==> src/rtl/bus_arb_pkg.sv <==
// Shared types and helpers for the N-master to 1-slave bus arbiter.
// Imported by the arbiter top and its response-routing FIFO.
package bus_arb_pkg;

    typedef enum logic {
        ARB_FIXED = 1'b0,
        ARB_RR    = 1'b1
    } arb_mode_e;

    function automatic int idx_width(input int n);
        return (n > 1) ? $clog2(n) : 1;
    endfunction

endpackage

==> src/rtl/bus_resp_fifo.sv <==
// Index FIFO remembering which master issued each accepted transaction,
// so responses can be steered back in order.
module bus_resp_fifo
    import bus_arb_pkg::*;
#(
    parameter int DEPTH = 2,
    parameter int WIDTH = 1
) (
    input  logic             clk_i,
    input  logic             rst_ni,
    input  logic             push_i,
    input  logic             pop_i,
    input  logic [WIDTH-1:0] data_i,
    output logic [WIDTH-1:0] head_o,
    output logic             full_o,
    output logic             empty_o
);

    localparam int PTR_W = idx_width(DEPTH);
    localparam int CNT_W = $clog2(DEPTH + 1);

    logic [WIDTH-1:0] mem_q [DEPTH];
    logic [PTR_W-1:0] wr_ptr_q;
    logic [PTR_W-1:0] rd_ptr_q;
    logic [CNT_W-1:0] count_q;
    logic             do_push;
    logic             do_pop;

    assign full_o  = (count_q == CNT_W'(DEPTH));
    assign empty_o = (count_q == '0);
    assign do_push = push_i & ~full_o;
    assign do_pop  = pop_i & ~empty_o;
    assign head_o  = mem_q[rd_ptr_q];

    function automatic logic [PTR_W-1:0] ptr_inc(input logic [PTR_W-1:0] p);
        return (p == PTR_W'(DEPTH - 1)) ? '0 : p + 1'b1;
    endfunction

    always_ff @(posedge clk_i or negedge rst_ni) begin
        if (!rst_ni) begin
            wr_ptr_q <= '0;
            rd_ptr_q <= '0;
            count_q  <= '0;
        end else begin
            if (do_push) begin
                wr_ptr_q <= ptr_inc(wr_ptr_q);
            end
            if (do_pop) begin
                rd_ptr_q <= ptr_inc(rd_ptr_q);
            end
            unique case ({do_push, do_pop})
                2'b10:   count_q <= count_q + 1'b1;
                2'b01:   count_q <= count_q - 1'b1;
                default: count_q <= count_q;
            endcase
        end
    end

    // Storage needs no reset: only entries between the pointers are read.
    always_ff @(posedge clk_i) begin
        if (do_push) begin
            mem_q[wr_ptr_q] <= data_i;
        end
    end

endmodule

==> src/rtl/bus_arbiter_nm1s.sv <==
// N-master to 1-slave req/gnt/rvalid arbiter with address-window
// qualification, stall lock and in-order response routing.
module bus_arbiter_nm1s
    import bus_arb_pkg::*;
#(
    parameter int                    NUM_MASTERS     = 2,
    parameter int                    ADDR_WIDTH      = 32,
    parameter int                    DATA_WIDTH      = 32,
    parameter logic [ADDR_WIDTH-1:0] SLAVE_START     = '0,
    parameter logic [ADDR_WIDTH-1:0] SLAVE_SIZE      = 'h8000,
    parameter int                    MAX_OUTSTANDING = 2,
    parameter int                    ROUND_ROBIN     = 1
) (
    input  logic                              clk_i,
    input  logic                              rst_ni,
    input  logic [NUM_MASTERS-1:0]            m_req_i,
    input  logic [NUM_MASTERS*ADDR_WIDTH-1:0] m_addr_i,
    input  logic [NUM_MASTERS-1:0]            m_we_i,
    input  logic [NUM_MASTERS*DATA_WIDTH/8-1:0] m_be_i,
    input  logic [NUM_MASTERS*DATA_WIDTH-1:0] m_wdata_i,
    output logic [NUM_MASTERS-1:0]            m_gnt_o,
    output logic [NUM_MASTERS-1:0]            m_rvalid_o,
    output logic [NUM_MASTERS*DATA_WIDTH-1:0] m_rdata_o,
    output logic [NUM_MASTERS-1:0]            m_err_o,
    output logic                              s_req_o,
    output logic [ADDR_WIDTH-1:0]             s_addr_o,
    output logic                              s_we_o,
    output logic [DATA_WIDTH/8-1:0]           s_be_o,
    output logic [DATA_WIDTH-1:0]             s_wdata_o,
    input  logic                              s_gnt_i,
    input  logic                              s_rvalid_i,
    input  logic [DATA_WIDTH-1:0]             s_rdata_i,
    input  logic                              s_err_i,
    output logic                              busy_o
);

    localparam int        IDX_W = idx_width(NUM_MASTERS);
    localparam int        BE_W  = DATA_WIDTH / 8;
    localparam arb_mode_e MODE  = (ROUND_ROBIN != 0) ? ARB_RR : ARB_FIXED;
    localparam logic [ADDR_WIDTH-1:0] WIN_MASK =
        ~(SLAVE_SIZE - ADDR_WIDTH'(1));

    logic [NUM_MASTERS-1:0] elig;
    logic [IDX_W-1:0]       winner;
    logic [IDX_W-1:0]       cand;
    logic                   any_elig;
    logic [IDX_W-1:0]       rr_ptr_q;
    logic                   lock_q;
    logic [IDX_W-1:0]       lock_idx_q;
    logic                   full;
    logic                   empty;
    logic [IDX_W-1:0]       head;
    logic                   accept;
    logic                   pop;
    logic                   stall;

    always_comb begin
        elig = '0;
        for (int i = 0; i < NUM_MASTERS; i++) begin
            elig[i] = m_req_i[i] &&
                ((m_addr_i[i*ADDR_WIDTH +: ADDR_WIDTH] & WIN_MASK)
                 == SLAVE_START);
        end
    end

    // Round-robin scans downwards so the first index in search order
    // is the last one written.
    always_comb begin
        winner   = '0;
        cand     = '0;
        any_elig = 1'b0;
        if (MODE == ARB_FIXED) begin
            for (int i = 0; i < NUM_MASTERS; i++) begin
                if (elig[i]) begin
                    winner   = IDX_W'(i);
                    any_elig = 1'b1;
                end
            end
        end else begin
            for (int k = NUM_MASTERS - 1; k >= 0; k--) begin
                cand = IDX_W'((int'(rr_ptr_q) + 1 + k) % NUM_MASTERS);
                if (elig[cand]) begin
                    winner   = cand;
                    any_elig = 1'b1;
                end
            end
        end
        if (lock_q && elig[lock_idx_q]) begin
            winner   = lock_idx_q;
            any_elig = 1'b1;
        end
    end

    assign s_req_o = rst_ni & any_elig & ~full;
    assign accept  = s_req_o & s_gnt_i;
    assign stall   = s_req_o & ~s_gnt_i;
    assign pop     = rst_ni & s_rvalid_i & ~empty;
    assign busy_o  = ~empty;

    always_comb begin
        s_addr_o  = '0;
        s_we_o    = 1'b0;
        s_be_o    = '0;
        s_wdata_o = '0;
        m_gnt_o   = '0;
        if (s_req_o) begin
            s_addr_o  = m_addr_i[int'(winner)*ADDR_WIDTH +: ADDR_WIDTH];
            s_we_o    = m_we_i[winner];
            s_be_o    = m_be_i[int'(winner)*BE_W +: BE_W];
            s_wdata_o = m_wdata_i[int'(winner)*DATA_WIDTH +: DATA_WIDTH];
            m_gnt_o[winner] = s_gnt_i;
        end
    end

    always_comb begin
        m_rvalid_o = '0;
        m_rdata_o  = '0;
        m_err_o    = '0;
        if (pop) begin
            m_rvalid_o[head] = 1'b1;
            m_rdata_o[int'(head)*DATA_WIDTH +: DATA_WIDTH] = s_rdata_i;
            m_err_o[head] = s_err_i;
        end
    end

    always_ff @(posedge clk_i or negedge rst_ni) begin
        if (!rst_ni) begin
            rr_ptr_q   <= '0;
            lock_q     <= 1'b0;
            lock_idx_q <= '0;
        end else begin
            lock_q <= stall;
            if (stall) begin
                lock_idx_q <= winner;
            end
            if (accept) begin
                rr_ptr_q <= winner;
            end
        end
    end

    bus_resp_fifo #(
        .DEPTH (MAX_OUTSTANDING),
        .WIDTH (IDX_W)
    ) u_resp_fifo (
        .clk_i   (clk_i),
        .rst_ni  (rst_ni),
        .push_i  (accept),
        .pop_i   (pop),
        .data_i  (winner),
        .head_o  (head),
        .full_o  (full),
        .empty_o (empty)
    );

endmodule

==> config.mk <==
export PLATFORM = sky130hd
export DESIGN_NAME = bus_arbiter_nm1s
export DESIGN_NICKNAME = d
export VERILOG_FILES = /design/src/rtl/bus_arb_pkg.sv /design/src/rtl/bus_resp_fifo.sv /design/src/rtl/bus_arbiter_nm1s.sv
export SDC_FILE = /design/constraint.sdc
export NUM_CORES = 1
export LEC_CHECK = 0
export CAP_MARGIN = 0
export CORE_AREA = 5 5 119 121
export CTS_CLUSTER_SIZE = 25
export DETAILED_ROUTE_END_ITERATION = 6
export DIE_AREA = 0 0 124 126
export GPL_TIMING_DRIVEN = 0
export PLACE_DENSITY = 0.73
export SYNTH_ARGS = -nofsm -noshare
export SYNTH_HDL_FRONTEND = slang
export SYNTH_SLANG_ARGS = --single-unit
==> constraint.sdc <==
create_clock -name clk_i -period 3.09 [get_ports clk_i]
set_clock_uncertainty 0.15 [all_clocks]
set_input_delay 0.618 -clock clk_i [delete_from_list [all_inputs] [get_ports clk_i]]
set_output_delay 0.618 -clock clk_i [all_outputs]
set_load 0.01 [all_outputs]
# Word level (Yosys, flattened, before mapping)
# Memory sizes are Yosys's and may differ from the RTL's.
# Index checks and enable logic that the tools add are counted.
[classes]
add_sub_neg = 7
reduce_logical = 9
magnitude_cmp = 7
shifts = 5
mux = 31
n_eq_ne = 3
bitwise = 14
[ops]
columns = ["operator", "count"]
rows = [
  ["indexed part select 64 x 7 -> 32 bit", 2],
  ["bitwise AND 64 bit", 1],
  ["logical NOT 32 bit", 2],
  ["two-way mux 32 bit", 2],
  ["two-way mux 64 bit", 1],
  ["variable shift 32 x 33 -> 64 bit, first input constant", 1],
  ["indexed part select 32 x 33 -> 64 bit", 1],
  ["negator 6 -> 33 bit", 1],
  ["two-way mux 1 bit", 21],
  ["< comparator 1 x 2 -> 1 bit, second input constant", 5],
  ["bitwise AND 1 bit", 8],
  ["indexed part select 8 x 4 -> 4 bit", 1],
  ["two-way mux 2 bit", 3],
  ["logical AND 1 bit", 5],
  ["adder 1 bit, second input constant", 4],
  ["bitwise AND 2 bit", 2],
  ["== test 2 bit, second input constant", 2],
  ["two-way mux 4 bit", 1],
  ["case mux 2 bit (2 select lines)", 1],
  ["inverter 1 bit", 3],
  ["adder 2 x 1 -> 2 bit, second input constant", 1],
  ["demux 1 bit (select 1 bit)", 2],
  ["== test 2 x 1 -> 1 bit, second input constant", 1],
  [">= comparator 1 bit, second input constant", 2],
  ["other kinds (3)", 3],
]
[word_totals]
mem_count = 1
word_cells = 83
reg_bits = 7
mem_bits_rw = 2
[mem_list]
columns = ["name", "words", "word_bits", "read_ports", "rd_ports_with_merged_regs", "write_ports", "line_no", "rtl"]
rows = [
  ["u_resp_fifo.mem_q", 2, 1, 1, 0, 1, "bus_resp_fifo.sv:22", "logic [WIDTH-1:0] mem_q [DEPTH];"],
]

# Depth between registers and ports, before layout
# Gate-level depths: netlist of the first run.
[logic_depth]
depth_word = 13
ltp_mapped = 10
mapped_depth_nobuf = 8

# Hierarchy
# From an unflattened synthesis of the first run, not the netlist that was laid out.
[hier_totals]
cells_unflattened = 368
area_unflattened_um2 = 2691.3
[by_module_without_submodules]
columns = ["mod", "area_per_inst_um2", "n_inst", "cells_per_inst"]
rows = [
  ["bus_arbiter_nm1s", 2423.6, 1, 347],
  ["bus_resp_fifo", 267.8, 1, 21],
]

# Worst setup path after synthesis of the first run
# Ideal clock, no wire load.
[synth_path]
kind = "input to output"
startpoint = "in m_addr_i[21]"
endpoint = "out s_addr_o[10]"
arrival_time_ns = 2.036
setup_slack_ns = 0.286
required_time_ns = 2.322
path_stages = 7
path_buffers = 2
cell_sequence = "or4_4 -> nor3_2 -> buf_4 -> buf_2 -> nand3_1 -> o22a_1 -> nor2_1"
[synth_between]
elab_chain_cells = 10
word_cells_on_any_way = 19
classes_between = "shift (1); mux (13); bitwise (2); reduce/logical (3)"
[synth_lines]
columns = ["element", "line_no", "rtl"]
rows = [
  ["start: declaration", "bus_arbiter_nm1s.sv:17", "input logic [NUM_MASTERS*ADDR_WIDTH-1:0] m_addr_i,"],
  ["logical NOT 32 bit *", "bus_arbiter_nm1s.sv:61", "((m_addr_i[i*ADDR_WIDTH +: ADDR_WIDTH] & WIN_MASK)"],
  ["logical AND 1 bit *", "bus_arbiter_nm1s.sv:60", "elig[i] = m_req_i[i] &&"],
  ["parallel branches: the longest is 7 deep, another holds indexed part select 64 x 7 -> 32 bit", "-", ""],
  ["two-way mux 32 bit *", "bus_arbiter_nm1s.sv:106", "if (s_req_o) begin"],
  ["end: declaration", "bus_arbiter_nm1s.sv:26", "output logic [ADDR_WIDTH-1:0] s_addr_o,"],
]
# Every way passes the cells marked *. The select of a mux whose other input is x is not followed.

# Worst setup path after layout of the first run
[layout_path]
startpoint = "in m_addr_i[26]"
endpoint = "out s_wdata_o[7]"
[layout_between]
elab_chain_cells = 10
word_cells_on_any_way = 19
classes_between = "shift (1); mux (13); bitwise (2); reduce/logical (3)"
[layout_lines]
columns = ["element", "line_no", "rtl"]
rows = [
  ["logical NOT 32 bit *", "bus_arbiter_nm1s.sv:61", ""],
  ["logical AND 1 bit *", "bus_arbiter_nm1s.sv:60", ""],
  ["parallel branches: the longest is 7 deep, another holds indexed part select 64 x 7 -> 32 bit", "-", ""],
  ["two-way mux 32 bit *", "bus_arbiter_nm1s.sv:106", ""],
  ["end: declaration", "bus_arbiter_nm1s.sv:29", "output logic [DATA_WIDTH-1:0] s_wdata_o,"],
]
# Marked as above.

==> results.py, run 1 <==
metrics = {
    "final_layout": {
        "drive_above_1_share": 0.316,
        "nets": 967,
        "synthToLayoutAreaGrowth_pct": 175,
        "n_fill_cell": 1225,
        "design_area_um2": 7020,
        "layout_common_cells": "151 x clkdlybuf4s50_1, 73 x nand3_1, 66 x and2_1",
        "final_common_cell": "clkdlybuf4s50_1",
        "final_cells": 969,
    },
    "pwr": {
        "power.leakage_nw": 3.47,
        "pwr-share-seq": 0.155,
        "p_sw_mw": 0.358,
        "p_int_mw": 0.708,
        "clkPwrFrac": 0.213,
        "total_power_mw": 1.07,
        "power_density_nw_per_um2": 152,
        "comb_power_share": 0.632,
        "ir_drop_mv": 0.134,
        "swShare": 0.336,
    },
    "die": {
        "coreArea_um2": 13000,
        "die_y_um": 126,
        "ios": 318,
        "start_util": 0.196,
        "num_rows": 42,
        "die-area_um2": 15600,
        "die_width_um": 124,
    },
    "grt": {
        "grt.overflow.total": 0,
        "use_met2": 0.389,
        "grt_antenna_before_repair": 6,
        "grt_use_met3": 0.0565,
        "grt_pass1_wl_mm": 24.7,
        "grt_pass1_vias": 4612,
        "grt_max_degree": 11,
        "track_usage": 0.204,
        "grt-busiest-layer": "met2",
        "grt_use_met1": 0.204,
    },
    "worst_setup_path": {
        "cp_common_cell": "buf_6",
        "cp_top_family": "buffers and inverters",
        "worst_r2r_startpoint": "rr_ptr_q$_DFFE_PN0P_",
        "worst_setup_path_start_kind": "input pin",
        "crit_fanout": 7,
        "critPathSlowestCell": "clkdlybuf4s50_1",
        "end_kind": "output port",
        "r2r_cells": 7,
        "required_ns": 2.32,
        "critPathBufInv": 5,
        "r2r_slack_ns": 1.07,
        "path_depth": 10,
        "startpoint": "m_addr_i[26]",
        "timing.rr.end": "lock_idx_q$_DFFE_PN0P_",
        "cpPeakStageDelay_ns": 0.40,
        "critPathKind": "input pin to output port",
        "cp_data_arrival_time_ns": 2.41,
        "path_cells": "clkdlybuf4s50_1 > nor4_1 > and3_4 > and3b_2 > buf_8 > buf_6 > buf_6 > o22a_1 > nor2_1 > buf_2",
        "crit_path_end": "s_wdata_o[7]",
    },
    "timing": {
        "rsz0062_at_grt": "yes",
        "period_minus_slack_ns": 3.18,
        "slew_headroom": 0.573,
        "hold_viol": 0,
        "finalSetupViolCount": 39,
        "max_freq_mhz": 315,
        "min_period_over_period": 1.03,
        "tightest_slew_ns": 0.640,
        "finalMaxSlewViolations": 0,
        "fin_ws_ns": -0.0894,
    },
    "synth": {
        "syn_inst": 399,
        "synthTopCellsByArea": "nand3_1 21%, o22a_1 18%, and2_1 16%, nor2_1 8.8%, buf_4 8.5%",
        "synth_top_area_share": 0.208,
        "synth_cell_types": 35,
        "synth-seq-cells": 9,
        "synth-seq-area-share": 0.0922,
        "synth_area_um2": 2550,
        "ys_warn_count": 0,
        "synth_top_area_cell": "nand3_1",
        "synth.avg_cell_area_um2": 6.39,
    },
    "placement": {
        "postPlaceCellArea_um2": 5830,
        "port_buffers": 300,
        "dp_cells": 891,
        "gp_congestion": 0.822,
        "dp_hpwl_mm": 12.7,
    },
    "clocking": {
        "cts_hold_buf": 0,
        "cts-root-buf": "clkbuf_16",
        "cts_buffers": 3,
        "clkSinkCount": 9,
        "clock_latency_ns": 0.23,
        "clkTransAtPathRegs_ns": 0.04,
        "cts_buffer_depth": 2,
        "cts.htree.levels": 1,
        "cts_tree": "yes",
    },
    "route": {
        "remaining_drc_errors": 0,
        "vias": 4545,
        "drt-total-wl_mm": 17.8,
        "viasPerCell": 4.69,
        "drt_iter0_markers": 167,
        "routedWlPerCell_um": 18.4,
        "ant_nets": 0,
        "dr.pass1.iters": 4,
    },
    "outcome": {
        "violations": "negative setup slack",
        "outcome": "finished with violations",
    },
    "min_path": {
        "hold_class": "input pin to asynchronous set/reset pin",
    },
    "flow_run": {
        "maxCapViolations": 0,
    },
}
state kept, by name, summed over array words and instances (netlist names):
name                  cells
lock_idx_q                1
u_resp_fifo.rd_ptr_q      1
rr_ptr_q                  1
u_resp_fifo.mem_q         2
u_resp_fifo.wr_ptr_q      1
lock_q                    1
u_resp_fifo.count_q       2
kinds of logic after synthesis:
kind of cell | Yosys count | synth area share
other | 1 | 0.00147
XOR/XNOR | 5 | 0.0201
AO/OA/AOI/OAI | 59 | 0.201
buffers and inverters | 68 | 0.155
adder cells (fa/ha/maj) | 1 | 0.00491
flip-flops | 9 | 0.0922
AND/OR/NAND/NOR | 255 | 0.522
multiplexers | 1 | 0.00393
synthesized netlist by cell type:
| cell type | instances |
|---|---|
| o21a_1 | 1 |
| ha_1 | 1 |
| o22a_1 | 52 |
| buf_2 | 18 |
| or2_2 | 1 |
| a22oi_2 | 1 |
| nor3_2 | 1 |
| nand2_1 | 4 |
| or2_1 | 1 |
| buf_4 | 29 |
| o21ai_1 | 1 |
| inv_1 | 3 |
| xnor2_2 | 1 |
| clkbuf_1 | 17 |
| nor2_1 | 60 |
| a41oi_1 | 1 |
| conb_1 | 1 |
| nor3_4 | 1 |
| nor4_1 | 4 |
| or4_4 | 2 |
| xnor2_1 | 4 |
| and2_1 | 66 |
| nor2b_1 | 1 |
| and3b_1 | 1 |
| and3_1 | 3 |
| a311oi_1 | 1 |
| o21ai_0 | 1 |
| buf_6 | 1 |
| edfxtp_1 | 2 |
| nand3_1 | 106 |
| nor3_1 | 2 |
| dfrtp_1 | 7 |
| mux2i_1 | 1 |
| nor4b_1 | 2 |
| a22o_1 | 1 |
metal layers:
metal | up-vias | routed length, um
met4 | 2 | 452
met1 | 2091 | 6060
met2 | 259 | 9300
met5 | - | 7
li1 | 2165 | -
met3 | 28 | 1970
timing repair:
action | CTS | global route
cloned | 19 | 4
setup buffers | 39 | 13
endpoints found under the setup margin | 123 | 84
gates resized for setup | 463 | 72
pin swaps | 42 | 49
area by class of cell:
cell class              instances  area (um^2)  area share
well taps                     176          220      0.0314
diodes                          5         12.5     0.00178
clock buffers                   4         78.8      0.0112
plain buffers                  64          703       0.100
flip-flops and latches          9          235      0.0335
repair buffers                370         3520       0.502
multi-input cells             338         2240       0.319
inverters                       3         11.3     0.00160
through the flow:
| step | worst slack [ns] | setup TNS, ns | utilization | hold slack (ns) |
|---|---|---|---|---|
| after floorplan | 0.286 | 0 | - | 0.172 |
| after detailed placement | -1.03 | -101.49 | 0.449 | 0.335 |
| final | -0.0894 | -1.85 | 0.541 | 0.203 |
| after global placement | -1.05 | -102.23 | 0.449 | 0.326 |
| after CTS | -0.146 | -5.92 | 0.517 | 0.202 |
| after global routing | -0.170 | -5.15 | 0.541 | 0.222 |
power groups by stage:
stage / clock, mW / combinational, mW / sequential, mW
global route: 0.236 / 0.723 / 0.170
global placement: 0 / 0.601 / 0.163
CTS: 0.231 / 0.659 / 0.164
floorplan: 0 / 0.219 / 0.160
finish: 0.227 / 0.674 / 0.166
detailed placement: 0 / 0.603 / 0.164
how the worst min path moves through the flow:
| stage | from | cells past startpoint | slack [ns] | end |
|---|---|---|---|---|
| global placement | rr_ptr_q$_DFFE_PN0P_ | 2 | 0.33 | rr_ptr_q$_DFFE_PN0P_ |
| global route | rst_ni | 1 | 0.22 | u_resp_fifo.rd_ptr_q$_DFFE_PN0P_ |
| floorplan | rst_ni | 0 | 0.17 | lock_idx_q$_DFFE_PN0P_ |
| detailed placement | u_resp_fifo.rd_ptr_q$_DFFE_PN0P_ | 1 | 0.34 | u_resp_fifo.rd_ptr_q$_DFFE_PN0P_ |
| CTS | rst_ni | 1 | 0.20 | u_resp_fifo.wr_ptr_q$_DFFE_PN0P_ |
| finish | rst_ni | 1 | 0.20 | u_resp_fifo.wr_ptr_q$_DFFE_PN0P_ |
(Power assumes the default switching activity.)
==> run 2, diff against run 1 <==
--- a/config.mk
+++ b/config.mk
@@ -12,6 +12,7 @@
 export DIE_AREA = 0 0 124 126
 export GPL_TIMING_DRIVEN = 0
 export PLACE_DENSITY = 0.73
+export SLEW_MARGIN = 10
 export SYNTH_ARGS = -nofsm -noshare
 export SYNTH_HDL_FRONTEND = slang
 export SYNTH_SLANG_ARGS = --single-unit
==> results of run 2 <==
The final DEF is identical to that of run 1; final timing and power are the same.
==> variant, RTL diff (settings of run 2) <==
`DATA_WIDTH`: 32 -> 24.
--- a/src/rtl/bus_arbiter_nm1s.sv
+++ b/src/rtl/bus_arbiter_nm1s.sv
@@ -5,7 +5,7 @@
 #(
     parameter int                    NUM_MASTERS     = 2,
     parameter int                    ADDR_WIDTH      = 32,
-    parameter int                    DATA_WIDTH      = 32,
+    parameter int                    DATA_WIDTH      = 24,
     parameter logic [ADDR_WIDTH-1:0] SLAVE_START     = '0,
     parameter logic [ADDR_WIDTH-1:0] SLAVE_SIZE      = 'h8000,
     parameter int                    MAX_OUTSTANDING = 2,
Interface: changed (6 resized); port bits go from 318 to 267. No check against the original RTL was run, so the function may have changed too.
==> variant against run 2 <==
  * The run still ends with negative setup slack left
  * Final cell count down 15%
  * Power decreased by 13%
  * Area after synthesis down 12%
  * Worst setup slack lost 0.041 ns
  * Cell area is 15% lower
  * Sequential cell count unchanged
  * Wire length fell by 24%
  * Maximum frequency shrank 1.3%
  * Largest power group unchanged
==> variant: results <==
run_status:
  status: "complete, but fails checks"
  violations: "negative setup slack"
sta:
  setup_ws_ns: -0.1302
  setup_viol: 37
  max_slew_margin_pct: 42.84
placed_design:
  hpwlAfterDp_um: 9873
  placed_cells: 779
  placed_cell_area_sq_um: 5015
  port_buffers: 249
  place_worst_setup_slack_ns: -1.017
  place_congestion: 0.7894
synth:
  syn_inst: 338
  synth-seq-area-share_pct: 10.49
layout:
  diodes: 0
  bufAreaShareNonClock_pct: 59.62
  fillers: 1263
  buffers: 349
setup_path:
  crit_family: "simple AND/OR/NAND/NOR gates"
  crit_path_start: "m_addr_i[51]"
  reg2reg_from: "u_resp_fifo.count_q[0]"
power_and_ir_drop:
  vdd_ir_drop_max_v: 0.0001444
detailed_routing:
  detailroute.wirelength.met2_um: 7079
  vias_per_cell: 4.486
  met3_wirelength_um: 1730
  drtIter0Drc: 131
  routedWlPerCell_um: 16.32
grt:
  grt_pass1_vias: 3720
  antenna_found_initial: 0
  grtUsageMet3_pct: 5.381
  gr-usage-met1_pct: 15.13
variant: cell count changes in the layout (fill, tap and decap cells not counted), sizes merged, moves of 10 or more:
cell	before	now
buf	176	139
dlygate4sd2	51	29
clkdlybuf4s50	151	130
nand3	106	88
and2	66	50
clkbuf	25	15
variant: what timing repair did:
action / CTS / global route
setup endpoints to repair: 98 / 73
pin swaps: 41 / 36
hold buffers: 0 / 0
resized for setup: 342 / 89
gates cloned: 11 / 5
buffers inserted: 26 / 14
variant: worst paths after layout:
kind | to | cells after the start | slack (ns)
min in group clk_i | u_resp_fifo.rd_ptr_q | 1 | 0.35
setup reg to reg | u_resp_fifo.count_q[1] | 7 | 1.22
hold / removal | u_resp_fifo.rd_ptr_q | 1 | 0.20
setup / recovery | s_wdata_o[22] | 12 | -0.13
hold reg to reg | u_resp_fifo.rd_ptr_q | 1 | 0.35
max in group asynchronous | lock_idx_q | 1 | 2.38
variant: kinds of logic (layout without fill, tap and decap cells):
| family | Yosys count | in the layout | synth area share (%) |
|---|---|---|---|
| compound gates | 50 | 50 | 19.31 |
| flops | 9 | 9 | 10.49 |
| mux | 1 | 1 | 0.4464 |
| xor+xnor | 5 | 5 | 2.288 |
| buf+inv | 59 | 356 | 17.08 |
| simple gates | 212 | 212 | 49.67 |
| fa+ha+maj | 1 | 1 | 0.5579 |
| other cells | 1 | 17 | 0.1673 |
variant: power by group through the flow:
stage / clock network [W] / logic [W] / registers [W]
after floorplan: 0 / 0.000194 / 0.000160
after global placement: 0 / 0.000510 / 0.000163
after detailed placement: 0 / 0.000511 / 0.000164
after CTS: 0.000236 / 0.000523 / 0.000162
after global routing: 0.000246 / 0.000577 / 0.000166
final: 0.000232 / 0.000535 / 0.000162
